`config.mk`:
```
export PLATFORM = sky130hd
export DESIGN_NAME = rider_seq
export DESIGN_NICKNAME = d
export VERILOG_FILES = /design/src/rtl/rider_seq_pkg.sv /design/src/rtl/rider_seq_settle.sv /design/src/rtl/rider_seq.sv
export SDC_FILE = /design/constraint.sdc
export NUM_CORES = 1
export LEC_CHECK = 0
export BUFFER_PORTS_ARGS = -buffer_cell sky130_fd_sc_hd__buf_2
export CAP_MARGIN = 20
export CORE_MARGIN = 8
export CORE_UTILIZATION = 55
export CTS_CLUSTER_SIZE = 30
export DETAILED_ROUTE_END_ITERATION = 7
export PLACE_DENSITY_LB_ADDON = 0.2
export SYNTH_ARGS = -nofsm -noshare
export SYNTH_HDL_FRONTEND = slang
export SYNTH_SLANG_ARGS = --single-unit
```
`constraint.sdc`:
```
create_clock -name clk -period 8.9 [get_ports clk]
set_clock_uncertainty 0.2 [all_clocks]
set_input_delay 0.445 -clock clk [delete_from_list [all_inputs] [get_ports clk]]
set_output_delay 0.445 -clock clk [all_outputs]
set_load 0.1 [all_outputs]
```
`src/rtl/rider_seq_pkg.sv`:
```
// Shared types and constants for the rider power/presence sequencer.
package rider_seq_pkg;

    // Sequencer states, in power-up order.
    typedef enum logic [1:0] {
        IDLE   = 2'd0,
        WAIT   = 2'd1,
        SETTLE = 2'd2,
        STEER  = 2'd3
    } seq_state_t;

    // Summed load (both platforms) above which a rider counts as present.
    localparam logic [11:0] MIN_RIDER_WT_DEF = 12'h200;
    // Dismount threshold sits this far below the presence threshold.
    localparam logic [11:0] WT_HYST_DEF      = 12'h040;

    // Settle timer: full width for silicon, short window for simulation.
    localparam int TMR_W      = 26;
    localparam int TMR_W_FAST = 15;

    // Observation port: current state and overspeed run length.
    typedef struct packed {
        seq_state_t state;
        logic [1:0] ovr_cnt;
    } seq_dbg_t;

    // Magnitude of the left/right load imbalance.
    function automatic logic [11:0] abs_diff(input logic [11:0] a, input logic [11:0] b);
        return (a >= b) ? (a - b) : (b - a);
    endfunction

endpackage

```
`src/rtl/rider_seq_settle.sv`:
```
// Settle timer: counts cycles of a steady rider while the sequencer is settling.
module settle_tmr
    import rider_seq_pkg::*;
#(
    parameter bit fast_sim = 1'b1
) (
    input  logic clk,
    input  logic rst_n,
    input  logic clr,
    input  logic en,
    output logic tmr_full
);

    logic [TMR_W-1:0] cnt;

    // Clear wins over count so a restart never leaks an old count forward.
    always_ff @(posedge clk) begin
        if (!rst_n) begin
            cnt <= '0;
        end else if (clr) begin
            cnt <= '0;
        end else if (en) begin
            cnt <= cnt + 1'b1;
        end
    end

    // Terminal count: all-ones in the low 15 bits (fast) or all 26 bits.
    always_comb begin
        if (fast_sim) begin
            tmr_full = &cnt[TMR_W_FAST-1:0];
        end else begin
            tmr_full = &cnt;
        end
    end

endmodule

```
`src/rtl/rider_seq.sv`:
```
// Power and rider-presence sequencer in front of the balance controller.
// Holds PID integration and steering off until a rider is on, balanced and
// settled, and backs steering off on step-off or sustained overspeed.
//
// vld is a plain one-cycle strobe (no ready/back-pressure): every cycle it is
// high counts as one inertial sample, so a level held for k cycles counts k times.
module rider_seq
    import rider_seq_pkg::*;
#(
    parameter bit          fast_sim     = 1'b1,
    parameter logic [11:0] MIN_RIDER_WT = MIN_RIDER_WT_DEF,
    parameter logic [11:0] WT_HYST      = WT_HYST_DEF
) (
    input  logic        clk,
    input  logic        rst_n,
    input  logic        pwr_req,
    input  logic [11:0] lft_ld,
    input  logic [11:0] rght_ld,
    input  logic        vld,
    input  logic        too_fast,
    output logic        pwr_up,
    output logic        rider_off,
    output logic        en_steer,
    output seq_dbg_t    dbg
);

    seq_state_t state;
    seq_state_t nxt_state;

    logic [12:0] sum;
    logic [11:0] diff;
    logic [11:0] off_thr;
    logic        on_wt;
    logic        off_wt;
    logic        unbal;
    logic        stepoff;

    logic [1:0]  ovr_cnt;
    logic        ovr_trip;

    logic        tmr_clr;
    logic        tmr_en;
    logic        tmr_full;

    // Load-cell arithmetic; purely combinational from the inputs.
    always_comb begin
        sum     = {1'b0, lft_ld} + {1'b0, rght_ld};
        diff    = abs_diff(lft_ld, rght_ld);
        off_thr = MIN_RIDER_WT - WT_HYST;
        on_wt   = sum > {1'b0, MIN_RIDER_WT};
        off_wt  = sum < {1'b0, off_thr};
        unbal   = {1'b0, diff} > (sum >> 2);
        stepoff = {1'b0, diff} > (sum - (sum >> 4));
    end

    // Fourth consecutive overspeed sample while steering (counter already saturated).
    assign ovr_trip = (state == STEER) && vld && too_fast && (ovr_cnt == 2'd3);

    // Next-state and timer-clear decode. pwr_req is ignored once settling or
    // steering so power is never dropped under a rider.
    always_comb begin
        nxt_state = state;
        tmr_clr   = 1'b0;
        case (state)
            IDLE: begin
                if (pwr_req) begin
                    nxt_state = WAIT;
                end
            end
            WAIT: begin
                if (!pwr_req) begin
                    nxt_state = IDLE;
                end else if (on_wt && !unbal) begin
                    nxt_state = SETTLE;
                    tmr_clr   = 1'b1;
                end
            end
            SETTLE: begin
                if (off_wt) begin
                    nxt_state = WAIT;
                end else if (unbal) begin
                    tmr_clr = 1'b1;
                end else if (tmr_full) begin
                    nxt_state = STEER;
                end
            end
            STEER: begin
                if (off_wt) begin
                    nxt_state = WAIT;
                end else if (stepoff || ovr_trip) begin
                    nxt_state = SETTLE;
                    tmr_clr   = 1'b1;
                end
            end
            default: begin
                nxt_state = IDLE;
            end
        endcase
    end

    assign tmr_en = (state == SETTLE);

    settle_tmr #(
        .fast_sim (fast_sim)
    ) u_settle_tmr (
        .clk      (clk),
        .rst_n    (rst_n),
        .clr      (tmr_clr),
        .en       (tmr_en),
        .tmr_full (tmr_full)
    );

    // State register with Moore outputs registered from the next state, so the
    // outputs always match the state register and never see an input directly.
    always_ff @(posedge clk) begin
        if (!rst_n) begin
            state     <= IDLE;
            pwr_up    <= 1'b0;
            rider_off <= 1'b1;
            en_steer  <= 1'b0;
        end else begin
            state     <= nxt_state;
            pwr_up    <= (nxt_state != IDLE);
            rider_off <= (nxt_state == IDLE) || (nxt_state == WAIT);
            en_steer  <= (nxt_state == STEER);
        end
    end

    // Overspeed run counter: only live while staying in STEER, otherwise held at 0.
    always_ff @(posedge clk) begin
        if (!rst_n) begin
            ovr_cnt <= 2'd0;
        end else if ((state != STEER) || (nxt_state != STEER)) begin
            ovr_cnt <= 2'd0;
        end else if (vld) begin
            if (!too_fast) begin
                ovr_cnt <= 2'd0;
            end else if (ovr_cnt != 2'd3) begin
                ovr_cnt <= ovr_cnt + 2'd1;
            end
        end
    end

    // Debug view of the FSM for checkers.
    always_comb begin
        dbg.state   = state;
        dbg.ovr_cnt = ovr_cnt;
    end

endmodule

```
**Yosys cells after proc, flatten, opt, wreduce, memory -nomap -nowiden**

Cells that the tools add are included.

- $add $sub $neg: 6
- Magnitude comparators: 5
- Equality and inequality tests: 10
- Muxes and demuxes: 19
- Bitwise logic cells: 1
- Reductions and logical operators: 15

Operators by type and width:

| operator | count |
|---|---|
| adder 26 x 1 -> 26 bit (second input constant) | 1 |
| subtractor 12 bit | 2 |
| two-way mux 2 bit | 10 |
| AND reduction 15 bit | 1 |
| adder 12 x 12 -> 13 bit | 1 |
| greater-than comparator 12 x 13 -> 1 bit | 1 |
| greater-than comparator 13 x 10 -> 1 bit (second input constant) | 1 |
| < comparator 13 x 9 -> 1 bit (second input constant) | 1 |
| subtractor 13 x 9 -> 13 bit | 1 |
| greater-or-equal comparator 12 bit | 1 |
| greater-than comparator 12 x 11 -> 1 bit | 1 |
| two-way mux 12 bit | 1 |
| == test 2 bit (second input constant) | 4 |
| case mux 2 bit (4 select lines) | 1 |
| two-way mux 1 bit | 6 |
| inequality test 2 bit (second input constant) | 3 |
| == test 2 x 1 -> 1 bit (second input constant) | 2 |
| logical AND 1 bit | 4 |
| logical NOT 2 bit | 2 |
| OR reduction 2 bit | 2 |
| logical OR 1 bit | 3 |
| case mux 1 bit (3 select lines) | 1 |
| adder 2 x 1 -> 2 bit (second input constant) | 1 |
| inequality test 2 x 1 -> 1 bit (second input constant) | 1 |
| other kinds (4) | 4 |

- Register bits after elaboration: 33
- Logic and storage cells: 62

**Depth between registers and ports, before layout**

Gate-level depths: netlist (run 1).

- Depth in word-level cells: 11
- Mapped depth: 28
- Gate-level depth less buffers: 27

**Cells and area by module**

Synthesis (run 1) repeated with hierarchy kept, for this count alone.

- Cells, all modules: 520
- Area, all modules: 4025.1 sq um

By module, submodules not included:

| module | instances | cells an instance | area an instance (sq um) | seq. area each (sq um) |
|---|---|---|---|---|
| rider_seq | 1 | 440 | 3305.7 | 140.1 |
| settle_tmr | 1 | 80 | 719.4 | 300.3 |

**Worst setup path before layout (run 1)**

No wires, ideal clock.

- Path type: in2reg
- Start: input port lft_ld[0]
- End: register u_settle_tmr.cnt[10]
- Library setup time: 0.078 ns
- Arrival time: 5.222 ns
- Data required time: 8.622 ns
- Slack: 3.400 ns
- Stages: 26
- Path through: ha_1 > inv_1 > fa_1 > o21bai_1 > a21oi_1 > xnor2_1 > inv_1 > ha_1 > fa_1 > nor2b_1 > a221oi_1 > o41ai_1 > xnor2_1 > ha_1 > a21o_1 > a21o_1 > a21oi_1 > o21ai_0 > a221oi_1 > a31oi_1 > nand2_1 > o21ai_0 > a311oi_1 > nor3b_2 > buf_2 > nor3_1

- Cells in the longest elaborated chain, start to end: 9

RTL lines:

| item | RTL line | RTL |
|---|---|---|
| start: declaration | rider_seq.sv:17 | `input logic [11:0] lft_ld,` |
| parallel branches: the longest is 7 deep, another holds adder 12 x 12 -> 13 bit | n/a |  |
| case mux 1 bit (3 select lines) (*) | rider_seq.sv:64 | `case (state)` |
| OR reduction 2 bit (no source line) (*) | n/a |  |
| end signal: assignment | rider_seq_settle.sv:23 | `cnt <= cnt + 1'b1;` |
| end: declaration | rider_seq_settle.sv:14 | `logic [TMR_W-1:0] cnt;` |

Mark *: on every way between the ends.
A chain may end at the register's enable or synchronous reset.

**Worst setup path in the final report (run 1)**

- Start: input port lft_ld[8]
- End: register ovr_cnt[1]

- Cells in the longest elaborated chain, start to end: 11

RTL lines:

| item | RTL line | RTL |
|---|---|---|
| parallel branches: the longest is 7 deep, another holds adder 12 x 12 -> 13 bit | n/a |  |
| case mux 2 bit (4 select lines) (*) | rider_seq.sv:64 |  |
| inequality test 2 bit (*) | rider_seq.sv:133 | `end else if ((state != STEER) \|\| (nxt_state != STEER)) begin` |
| logical OR 1 bit (*) | rider_seq.sv:133 |  |
| OR reduction 2 bit (no source line) (*) | n/a |  |
| end signal: assignment | rider_seq.sv:139 | `ovr_cnt <= ovr_cnt + 2'd1;` |
| end: declaration | rider_seq.sv:38 | `logic [1:0] ovr_cnt;` |

Marked as above.

==> results of run 1 <==
## cells by family (layout without fill, tap and decap cells)
| group | after synthesis | count (layout) |
|---|---|---|
| adder cells (fa/ha/maj) | 70 | 70 |
| multiplexers | 8 | 8 |
| buffers and inverters | 66 | 89 |
| flip-flops | 22 | 22 |
| AO/OA/AOI/OAI | 131 | 131 |
| XOR/XNOR | 46 | 46 |
| AND/OR/NAND/NOR | 186 | 186 |
## Yosys cell counts, drive strengths merged, types with 10 or more instances
cell type and instances:
inv 49, ha 66, nand2 52, dfxtp 22, xor2 14, nor2 30, a21o 14, nor3 24
o21ai 24, xnor2 29, nand4 13, nand3 10, nor2b 11, a21oi 30
## worst register-to-register path, stage by stage, from the launching register on
cell and delay, ns:
sky130_fd_sc_hd__dfxtp_1 0.38, sky130_fd_sc_hd__ha_1 0.21, sky130_fd_sc_hd__nand2_1 0.10, sky130_fd_sc_hd__or4b_2 0.65, sky130_fd_sc_hd__or4_1 0.41, sky130_fd_sc_hd__and4b_4 0.23
sky130_fd_sc_hd__nor4_1 0.20
## flip-flops by register name, summed over array words and instances (netlist names)
signal and count:
state 2, en_steer 1, pwr_up 1, ovr_cnt 2, rider_off 1, u_settle_tmr.cnt 15
## how the worst max path moves through the flow
stage	startpoint	cells past startpoint	to
after CTS	lft_ld[9]	23	ovr_cnt[1]
final	lft_ld[8]	24	ovr_cnt[1]
after detailed placement	lft_ld[9]	23	ovr_cnt[1]
after global placement	lft_ld[8]	23	ovr_cnt[1]
after floorplan	lft_ld[0]	26	u_settle_tmr.cnt[10]
after global routing	lft_ld[2]	24	u_settle_tmr.cnt[6]
## through the flow
stage	cells	power, mW	cell area (µm²)	util (%)
after floorplan	529	0.522	4140	-
after global placement	646	0.619	4350	59.7
after detailed placement	646	0.630	4350	59.7
after CTS	650	0.705	4410	60.5
after global routing	651	0.775	4420	60.6
final	651	0.712	4420	60.6
## where the power goes
group          internal, mW  switching [mW]  leakage (nW)  total, mW
logic                 0.222           0.316          1.84      0.538
registers             0.101         0.00325         0.178      0.105
clock network        0.0394          0.0303        0.0288     0.0697
## metal layers
layer,up-vias,track usage [%]
li1,1947,-
met1,1779,27.1
met2,140,33.2
met3,17,2.57
met4,0,3.23
met5,-,0
## area by class of cell
| cell class | count | area [µm²] | share of cell area, % |
|---|---|---|---|
| inverter | 49 | 184 | 4.16 |
| sequential | 22 | 440 | 9.97 |
| timing repair buffer | 36 | 183 | 4.14 |
| multi-input combinational | 441 | 3430 | 77.7 |
| tap | 99 | 124 | 2.80 |
| clock buffer | 4 | 55.1 | 1.25 |
==> tab_implementation.tex, run 1 <==
\begin{tabular}{lr}
\hline
Metric & Value \\
\hline
\multicolumn{2}{l}{\textbf{Yosys}} \\
Multiplexer area fraction after synthesis & 2.02\% \\
Number of register bits inferred by synthesis & 22 \\
Mapped Area & 4140 µm² \\
Area share of xor/xnor cells in the synthesized design & 11.4\% \\
Most used DFF post-synth & sky130\_fd\_sc\_hd\_\_dfxtp\_1 \\
Register area share after synthesis & 10.6\% \\
Cell taking the most area after synthesis & sky130\_fd\_sc\_hd\_\_ha\_1 \\
Unique masters post-synth & 83 \\
Synth Area in Adders & 21.9\% \\
Avg Synthesized Cell Area & 7.83 µm² \\
Post-synthesis net count & 628 \\
Main combinational cell family by area after synthesis & simple AND/OR/NAND/NOR gates \\
Ranking of synthesized cells by area & sky130\_fd\_sc\_hd\_\_ha\_1 20\%, sky130\_fd\_sc\_hd\_\_dfxtp\_1 11\%, sky130\_fd\_sc\_hd\_\_xnor2\_1 5.7\% \\
Synth Area in Simple Gates & 24.7\% \\
Async set or reset register ratio after synthesis & 0\% \\
Syn Inst Count & 529 \\
Number of warning messages in the yosys log & 0 \\
Complex-gate fraction of the synthesized area & 22.9\% \\
Area share of the largest cell type after synthesis & 19.9\% \\
Number of synthesized flops with an enable pin & 0 \\
\multicolumn{2}{l}{\textbf{Drt}} \\
Metal3 WL & 653 µm \\
Vias & 3,883 \\
Highest metal layer with signal wires & met4 \\
Vias per Instance & 5.96 \\
Mean routed wirelength per cell & 15.9 µm \\
Sum of routed wire segments on met1 & 4900 µm \\
Remaining DRCs & 0 \\
First DRT Iteration DRCs & 350 \\
Met2 Routed Length & 4700 µm \\
Number of nets with antenna violations after routing & 0 \\
DR pass1 iterations & 5 \\
Overall routed net length & 10,400 µm \\
\multicolumn{2}{l}{\textbf{Clocking}} \\
Number of buffers on the longest clock path & 2 \\
Post-cts repair resize count & 0 \\
CTS tree & yes \\
H-tree Lvls & 1 \\
Clock input transition at the sequential cells of the worst setup and hold paths & 0.08 ns \\
Num Clock Sinks & 22 \\
Setup fix buffers added after clock tree synthesis & 0 \\
Clock latency on the worst-skew pair & 0.26 ns \\
Quantity of hold-fixing buffers added after cts & 0 \\
Number of buffers created by CTS & 3 \\
Clock tree root buffer cell & sky130\_fd\_sc\_hd\_\_clkbuf\_8 \\
\multicolumn{2}{l}{\textbf{Floorplanning}} \\
Initial Util & 56.8\% \\
Number of rows created at floorplan & 31 \\
Boundary Pins & 36 \\
Die Y & 103 µm \\
Core Footprint & 7290 µm² \\
Total Die Area & 10,600 µm² \\
Overall die width & 103 µm \\
\multicolumn{2}{l}{\textbf{Critical path}} \\
Worst path top cell family by delay & simple AND/OR/NAND/NOR gates \\
Flop2flop setup slack & 6.42 ns \\
Worst Reg-to-Reg Cells & 6 \\
Critical path's slowest cell & sky130\_fd\_sc\_hd\_\_nor4\_4 \\
Ordered cell list for the critical path & buf\_2 -> inv\_1 -> ha\_1 -> and4\_1 -> nand2\_2 -> o31ai\_4 -> nor2\_1 -> buf\_4 -> mux2\_2 -> o221ai\_1 -> nand2\_1 -> a21boi\_0 -> o21ai\_0 -> nand2\_1 -> xor2\_1 -> ha\_1 -> nor4b\_1 -> a211oi\_1 -> o21a\_1 -> a311oi\_2 -> nor4\_4 -> o21a\_1 -> inv\_2 -> nor4\_1 \\
Critical path required time & 8.87 ns \\
CP arrival & 6.44 ns \\
CP Max Fanout & 16 \\
Launch instance of the worst register-to-register path & u\_settle\_tmr.cnt[0] \\
CP Buf/Inv Count & 4 \\
Biggest cell delay along the critical path & 0.82 ns \\
Destination of the worst register-to-register timing path & ovr\_cnt[1] \\
CP Launch Type & input pin \\
Classification of the worst setup path & input pin to register \\
Endpoint kind of the worst setup timing path & register \\
\multicolumn{2}{l}{\textbf{Timing}} \\
Relative slew margins & 36.3\% \\
Hold slack final & 0.267 ns \\
Hold Vio Cnt, Final & 0 \\
Setup-failing EPs final & 0 \\
Total negative slack & 0 ns \\
Least-Margin Pin Slew & 0.952 ns \\
Final worst-path setup slack & 2.44 ns \\
Final worst-path cycle share & 72.6\% \\
Max Slew Vio Count & 0 \\
Final critical path time including I/O delays and setup & 6.46 ns \\
Unrepaired setup endpoints after global routing & no \\
Maximum clock frequency & 0.155 GHz \\
\multicolumn{2}{l}{\textbf{Min path}} \\
Count of cells along the worst hold path & 2 \\
Min-Delay Path Class & input pin to register \\
Worst hold path endpoint & pwr\_up \\
Hold Crit Start & pwr\_req \\
\multicolumn{2}{l}{\textbf{GRT}} \\
First-pass GRT wire length & 17,300 µm \\
Overall routing resource usage & 20.0\% \\
Grt ovf & 0 \\
Vias in the first global route & 3,712 \\
Initial antenna violation count & 0 \\
Largest net degree at the start of global routing & 20 \\
\multicolumn{2}{l}{\textbf{Layout}} \\
Fill cell count & 730 \\
Syn-to-layout area delta & 6.65\% \\
Most common library cell in the layout ignoring fill and taps & sky130\_fd\_sc\_hd\_\_ha\_1 \\
Layout cells sized above 1 & 12.9\% \\
Commonest non-fill, non-tap cells in the layout & 66 x sky130\_fd\_sc\_hd\_\_ha\_1, 51 x sky130\_fd\_sc\_hd\_\_nand2\_1, 45 x sky130\_fd\_sc\_hd\_\_inv\_1, 35 x sky130\_fd\_sc\_hd\_\_buf\_2, 29 x sky130\_fd\_sc\_hd\_\_nor2\_1 \\
Antenna cell count & 0 \\
Number of nets in the layout & 652 \\
\multicolumn{2}{l}{\textbf{Run}} \\
Max-cap viol count & 0 \\
\multicolumn{2}{l}{\textbf{Placed design}} \\
Post-Place Worst Slack & 2.04 ns \\
Routability cong. & 0.925 \\
HPWL Detailed & 8340 µm \\
Count of port buffers added during placement & 35 \\
\multicolumn{2}{l}{\textbf{Pwr}} \\
Leakage power figure & 2.05 nW \\
Peak supply drop & 0.0814 mV \\
Power density normalized to cell area & 161 nW/µm² \\
\multicolumn{2}{l}{\textbf{Run status}} \\
Result of the run & finished clean \\
\hline
\end{tabular}
(Power assumes the default switching activity.)
==> inputs of run 2 (changes only) <==
Settings changed: ABC_AREA set to 1.
Clock period 8.9 ns to 5.7 ns, I/O delays scaled along.
==> run 2 against run 1 <==
  * Core utilization fell by 1.4 points
  * Critical path depth increased by 7
  * First-iteration DRC count decreased by 54%
  * Register-to-register slack got worse by 3.0 ns
  * Worst setup slack worse by 1.5 ns
  * Non-clock buffer count up 1
  * Worst hold slack worse by 0.11 ns
  * Combinational power increased by 48%
==> tab_implementation.tex, run 2 <==
\begin{tabular}{lr}
\hline
Metric & Value \\
\hline
\multicolumn{2}{l}{\textbf{Run}} \\
Max-cap viol count & 0 (unchanged) \\
\multicolumn{2}{l}{\textbf{Yosys}} \\
Mapped Area & 4520 µm² (was 4140 µm²) \\
Post-synth top cells & 176 x sky130\_fd\_sc\_hd\_\_nand2\_1, 106 x sky130\_fd\_sc\_hd\_\_inv\_1, 66 x sky130\_fd\_sc\_hd\_\_ha\_1 (was 66 x sky130\_fd\_sc\_hd\_\_ha\_1, 51 x sky130\_fd\_sc\_hd\_\_nand2\_1, 45 x sky130\_fd\_sc\_hd\_\_inv\_1) \\
Area share of the largest cell type after synthesis & 18.3\% (was 19.9\%) \\
Most common cell in the synthesized netlist & sky130\_fd\_sc\_hd\_\_nand2\_1 (was sky130\_fd\_sc\_hd\_\_ha\_1) \\
Syn Inst Count & 699 (was 529) \\
Most used DFF post-synth & sky130\_fd\_sc\_hd\_\_dfxtp\_1 (unchanged) \\
Register area share after synthesis & 9.75\% (was 10.6\%) \\
Number of warning messages in the yosys log & 0 (unchanged) \\
Cell taking the most area after synthesis & sky130\_fd\_sc\_hd\_\_ha\_1 (unchanged) \\
Async set or reset register ratio after synthesis & 0\% (unchanged) \\
Ranking of synthesized cells by area & sky130\_fd\_sc\_hd\_\_ha\_1 18\%, sky130\_fd\_sc\_hd\_\_nand2\_1 15\%, sky130\_fd\_sc\_hd\_\_dfxtp\_1 9.7\% (was sky130\_fd\_sc\_hd\_\_ha\_1 20\%, sky130\_fd\_sc\_hd\_\_dfxtp\_1 11\%, sky130\_fd\_sc\_hd\_\_xnor2\_1 5.7\%) \\
Number of register bits inferred by synthesis & 22 (unchanged) \\
Post-synthesis net count & 798 (was 628) \\
Avg Synthesized Cell Area & 6.47 µm² (was 7.83 µm²) \\
Number of synthesized flops with an enable pin & 0 (unchanged) \\
Unique masters post-synth & 47 (was 83) \\
\multicolumn{2}{l}{\textbf{GRT}} \\
Largest net degree at the start of global routing & 16 (was 20) \\
Vias in the first global route & 4,337 (was 3,712) \\
Initial antenna violation count & 0 (unchanged) \\
Overall routing resource usage & 19.1\% (was 20.0\%) \\
Grt ovf & 0 (unchanged) \\
First-pass GRT wire length & 18,700 µm (was 17,300 µm) \\
\multicolumn{2}{l}{\textbf{Clocking}} \\
Number of buffers created by CTS & 3 (unchanged) \\
Setup fix buffers added after clock tree synthesis & 0 (unchanged) \\
Post-cts repair resize count & 0 (unchanged) \\
Quantity of hold-fixing buffers added after cts & 0 (unchanged) \\
Clock latency on the worst-skew pair & 0.26 ns (about the same) \\
H-tree Lvls & 1 (unchanged) \\
Clock tree root buffer cell & sky130\_fd\_sc\_hd\_\_clkbuf\_8 (unchanged) \\
Number of buffers on the longest clock path & 2 (unchanged) \\
Num Clock Sinks & 22 (unchanged) \\
Clock input transition at the sequential cells of the worst setup and hold paths & 0.08 ns (about the same) \\
CTS tree & yes (unchanged) \\
\multicolumn{2}{l}{\textbf{Timing}} \\
Relative slew margins & 58.9\% (was 36.3\%) \\
Maximum clock frequency & 0.210 GHz \\
Final worst-path cycle share & 83.6\% \\
Hold Vio Cnt, Final & 0 (unchanged) \\
Unrepaired setup endpoints after global routing & no (unchanged) \\
Total negative slack & 0 ns (unchanged) \\
Final critical path time including I/O delays and setup & 4.76 ns \\
Max Slew Vio Count & 0 (unchanged) \\
Least-Margin Pin Slew & 0.616 ns (was 0.952 ns) \\
Setup-failing EPs final & 0 (unchanged) \\
\multicolumn{2}{l}{\textbf{Drt}} \\
Met2 Routed Length & 5440 µm (was 4700 µm) \\
Number of nets with antenna violations after routing & 0 (unchanged) \\
Mean routed wirelength per cell & 13.2 µm (was 15.9 µm) \\
Vias per Instance & 5.33 (was 5.96) \\
Highest metal layer with signal wires & met4 (unchanged) \\
Vias & 4,443 (was 3,883) \\
Sum of routed wire segments on met1 & 4920 µm (was 4900 µm) \\
Metal3 WL & 307 µm (was 653 µm) \\
DR pass1 iterations & 4 (was 5) \\
Remaining DRCs & 0 (unchanged) \\
First DRT Iteration DRCs & 160 (was 350) \\
Overall routed net length & 11,000 µm (was 10,400 µm) \\
\multicolumn{2}{l}{\textbf{Critical path}} \\
Destination of the worst register-to-register timing path & u\_settle\_tmr.cnt[14] (was ovr\_cnt[1]) \\
Critical path required time & 5.69 ns (was 8.87 ns) \\
Cell repeated most along the worst path & sky130\_fd\_sc\_hd\_\_nand2\_2 \\
Flop2flop setup slack & 3.43 ns (was 6.42 ns) \\
CP arrival & 4.76 ns (was 6.44 ns) \\
Worst Reg-to-Reg Cells & 10 (was 6) \\
CP Max Fanout & 15 (was 16) \\
Biggest cell delay along the critical path & 0.40 ns (was 0.82 ns) \\
CP Launch Type & input pin (unchanged) \\
Endpoint kind of the worst setup timing path & register (unchanged) \\
Worst path top cell family by delay & adder cells (was simple AND/OR/NAND/NOR gates) \\
Critical path's slowest cell & sky130\_fd\_sc\_hd\_\_fa\_1 (was sky130\_fd\_sc\_hd\_\_nor4\_4) \\
CP Buf/Inv Count & 4 (unchanged) \\
Classification of the worst setup path & input pin to register (unchanged) \\
Launch instance of the worst register-to-register path & state[1] (was u\_settle\_tmr.cnt[0]) \\
\multicolumn{2}{l}{\textbf{Floorplanning}} \\
Die Y & 107 µm (was 103 µm) \\
Initial Util & 55.8\% (was 56.8\%) \\
Number of rows created at floorplan & 33 (was 31) \\
Core Footprint & 8090 µm² (was 7290 µm²) \\
Boundary Pins & 36 (unchanged) \\
Total Die Area & 11,400 µm² (was 10,600 µm²) \\
Overall die width & 107 µm (was 103 µm) \\
\multicolumn{2}{l}{\textbf{Min path}} \\
Worst hold path endpoint & state[0] (was pwr\_up) \\
Hold Crit Start & rst\_n (was pwr\_req) \\
Min-Delay Path Class & input pin to register (unchanged) \\
Count of cells along the worst hold path & 3 (was 2) \\
\multicolumn{2}{l}{\textbf{Layout}} \\
Fill cell count & 784 (was 730) \\
Syn-to-layout area delta & 5.90\% (was 6.65\%) \\
Commonest non-fill, non-tap cells in the layout & 176 x sky130\_fd\_sc\_hd\_\_nand2\_1, 106 x sky130\_fd\_sc\_hd\_\_inv\_1, 66 x sky130\_fd\_sc\_hd\_\_ha\_1, 47 x sky130\_fd\_sc\_hd\_\_nand3\_1, 39 x sky130\_fd\_sc\_hd\_\_nor2\_1 (was 66 x sky130\_fd\_sc\_hd\_\_ha\_1, 51 x sky130\_fd\_sc\_hd\_\_nand2\_1, 45 x sky130\_fd\_sc\_hd\_\_inv\_1, 35 x sky130\_fd\_sc\_hd\_\_buf\_2, 29 x sky130\_fd\_sc\_hd\_\_nor2\_1) \\
Register ranked first by flip-flop count & u\_settle\_tmr.cnt (unchanged) \\
Cell area after layout & 4790 µm² (was 4420 µm²) \\
Most common library cell in the layout ignoring fill and taps & sky130\_fd\_sc\_hd\_\_nand2\_1 (was sky130\_fd\_sc\_hd\_\_ha\_1) \\
Number of nets in the layout & 829 (was 652) \\
Count of placed standard cells in the final layout, fillers left out & 834 (was 651) \\
Antenna cell count & 0 (unchanged) \\
Max FFs per register & 15 (unchanged) \\
Layout cells sized above 1 & 20.0\% (was 12.9\%) \\
Registers with the most flip-flops & u\_settle\_tmr.cnt (15), ovr\_cnt (2), state (2) (unchanged) \\
\multicolumn{2}{l}{\textbf{Placed design}} \\
Routability cong. & 0.954 (was 0.925) \\
Count of placed standard cells including taps & 830 (was 646) \\
HPWL Detailed & 9470 µm (was 8340 µm) \\
Area post-placement & 4710 µm² (was 4350 µm²) \\
Count of port buffers added during placement & 35 (unchanged) \\
\multicolumn{2}{l}{\textbf{Pwr}} \\
Leakage power figure & 2.55 nW (was 2.05 nW) \\
Total power & 1.10 mW (was 712 µW) \\
Power density normalized to cell area & 230 nW/µm² (was 161 nW/µm²) \\
Peak supply drop & 0.0845 mV (was 0.0814 mV) \\
\multicolumn{2}{l}{\textbf{Run status}} \\
Result of the run & finished clean (unchanged) \\
\hline
\end{tabular}
[run 2: kinds of logic (layout without fill, tap and decap cells)]
kind of cell / count (synthesis) / in the layout / share of synthesized area, %
AO/OA/AOI/OAI: 72 / 72 / 9.61
XOR/XNOR: 27 / 27 / 5.73
adder cells (fa/ha/maj): 70 / 70 / 20.0
buffers and inverters: 140 / 170 / 13.6
flip-flops: 22 / 22 / 9.75
multiplexers: 1 / 1 / 0.221
AND/OR/NAND/NOR: 367 / 367 / 41.0
[run 2: final cells by class]
cell class              count  area, µm²  share of cell area (%)
multi-input cells         537       3460                    72.4
flip-flops and latches     22        440                    9.20
clock buffers               3       41.3                   0.863
clock inverters             1       30.0                   0.627
inverters                 129        489                    10.2
well taps                 105        131                    2.75
repair buffers             37        190                    3.97
[run 2: worst min-delay path, delay by kind of cell]
family        cells  cell delay [ns]
buf+inv           2             0.24
simple gates      1             0.06
[run 2: per-layer routing]
layer / GRT usage [%] / vias up
li1: - / 2278
met1: 22.8 / 2043
met2: 35.0 / 99
met3: 1.92 / 23
met4: 6.13 / 0
met5: 0 / -
[run 2: stage by stage]
step                util, %  worst slack, ns  hold WS, ns
global placement       58.3            0.678        0.268
global route           59.1            0.470        0.175
CTS                    59.1            0.880        0.152
floorplan                 -             1.38        0.246
detailed placement     58.3            0.620        0.278
finish                 59.1            0.935        0.158
[run 2: report_power, final]
| part | switching (mW) | internal [mW] | leakage [nW] |
|---|---|---|---|
| clock | 0.0518 | 0.0938 | 0.0357 |
| sequential | 0.00277 | 0.157 | 0.178 |
| combinational | 0.507 | 0.288 | 2.34 |
[run 2: worst max path at each step]
stage | start | to | slack, ns | depth (start not counted)
2_1_floorplan | lft_ld[0] | u_settle_tmr.cnt[0] | 1.38 | 31
3_3_place_gp | lft_ld[0] | u_settle_tmr.cnt[4] | 0.68 | 31
3_5_place_dp | lft_ld[0] | u_settle_tmr.cnt[4] | 0.62 | 31
4_1_cts | lft_ld[0] | u_settle_tmr.cnt[4] | 0.88 | 31
5_1_grt | lft_ld[0] | u_settle_tmr.cnt[3] | 0.47 | 31
6_report | lft_ld[0] | u_settle_tmr.cnt[3] | 0.94 | 31
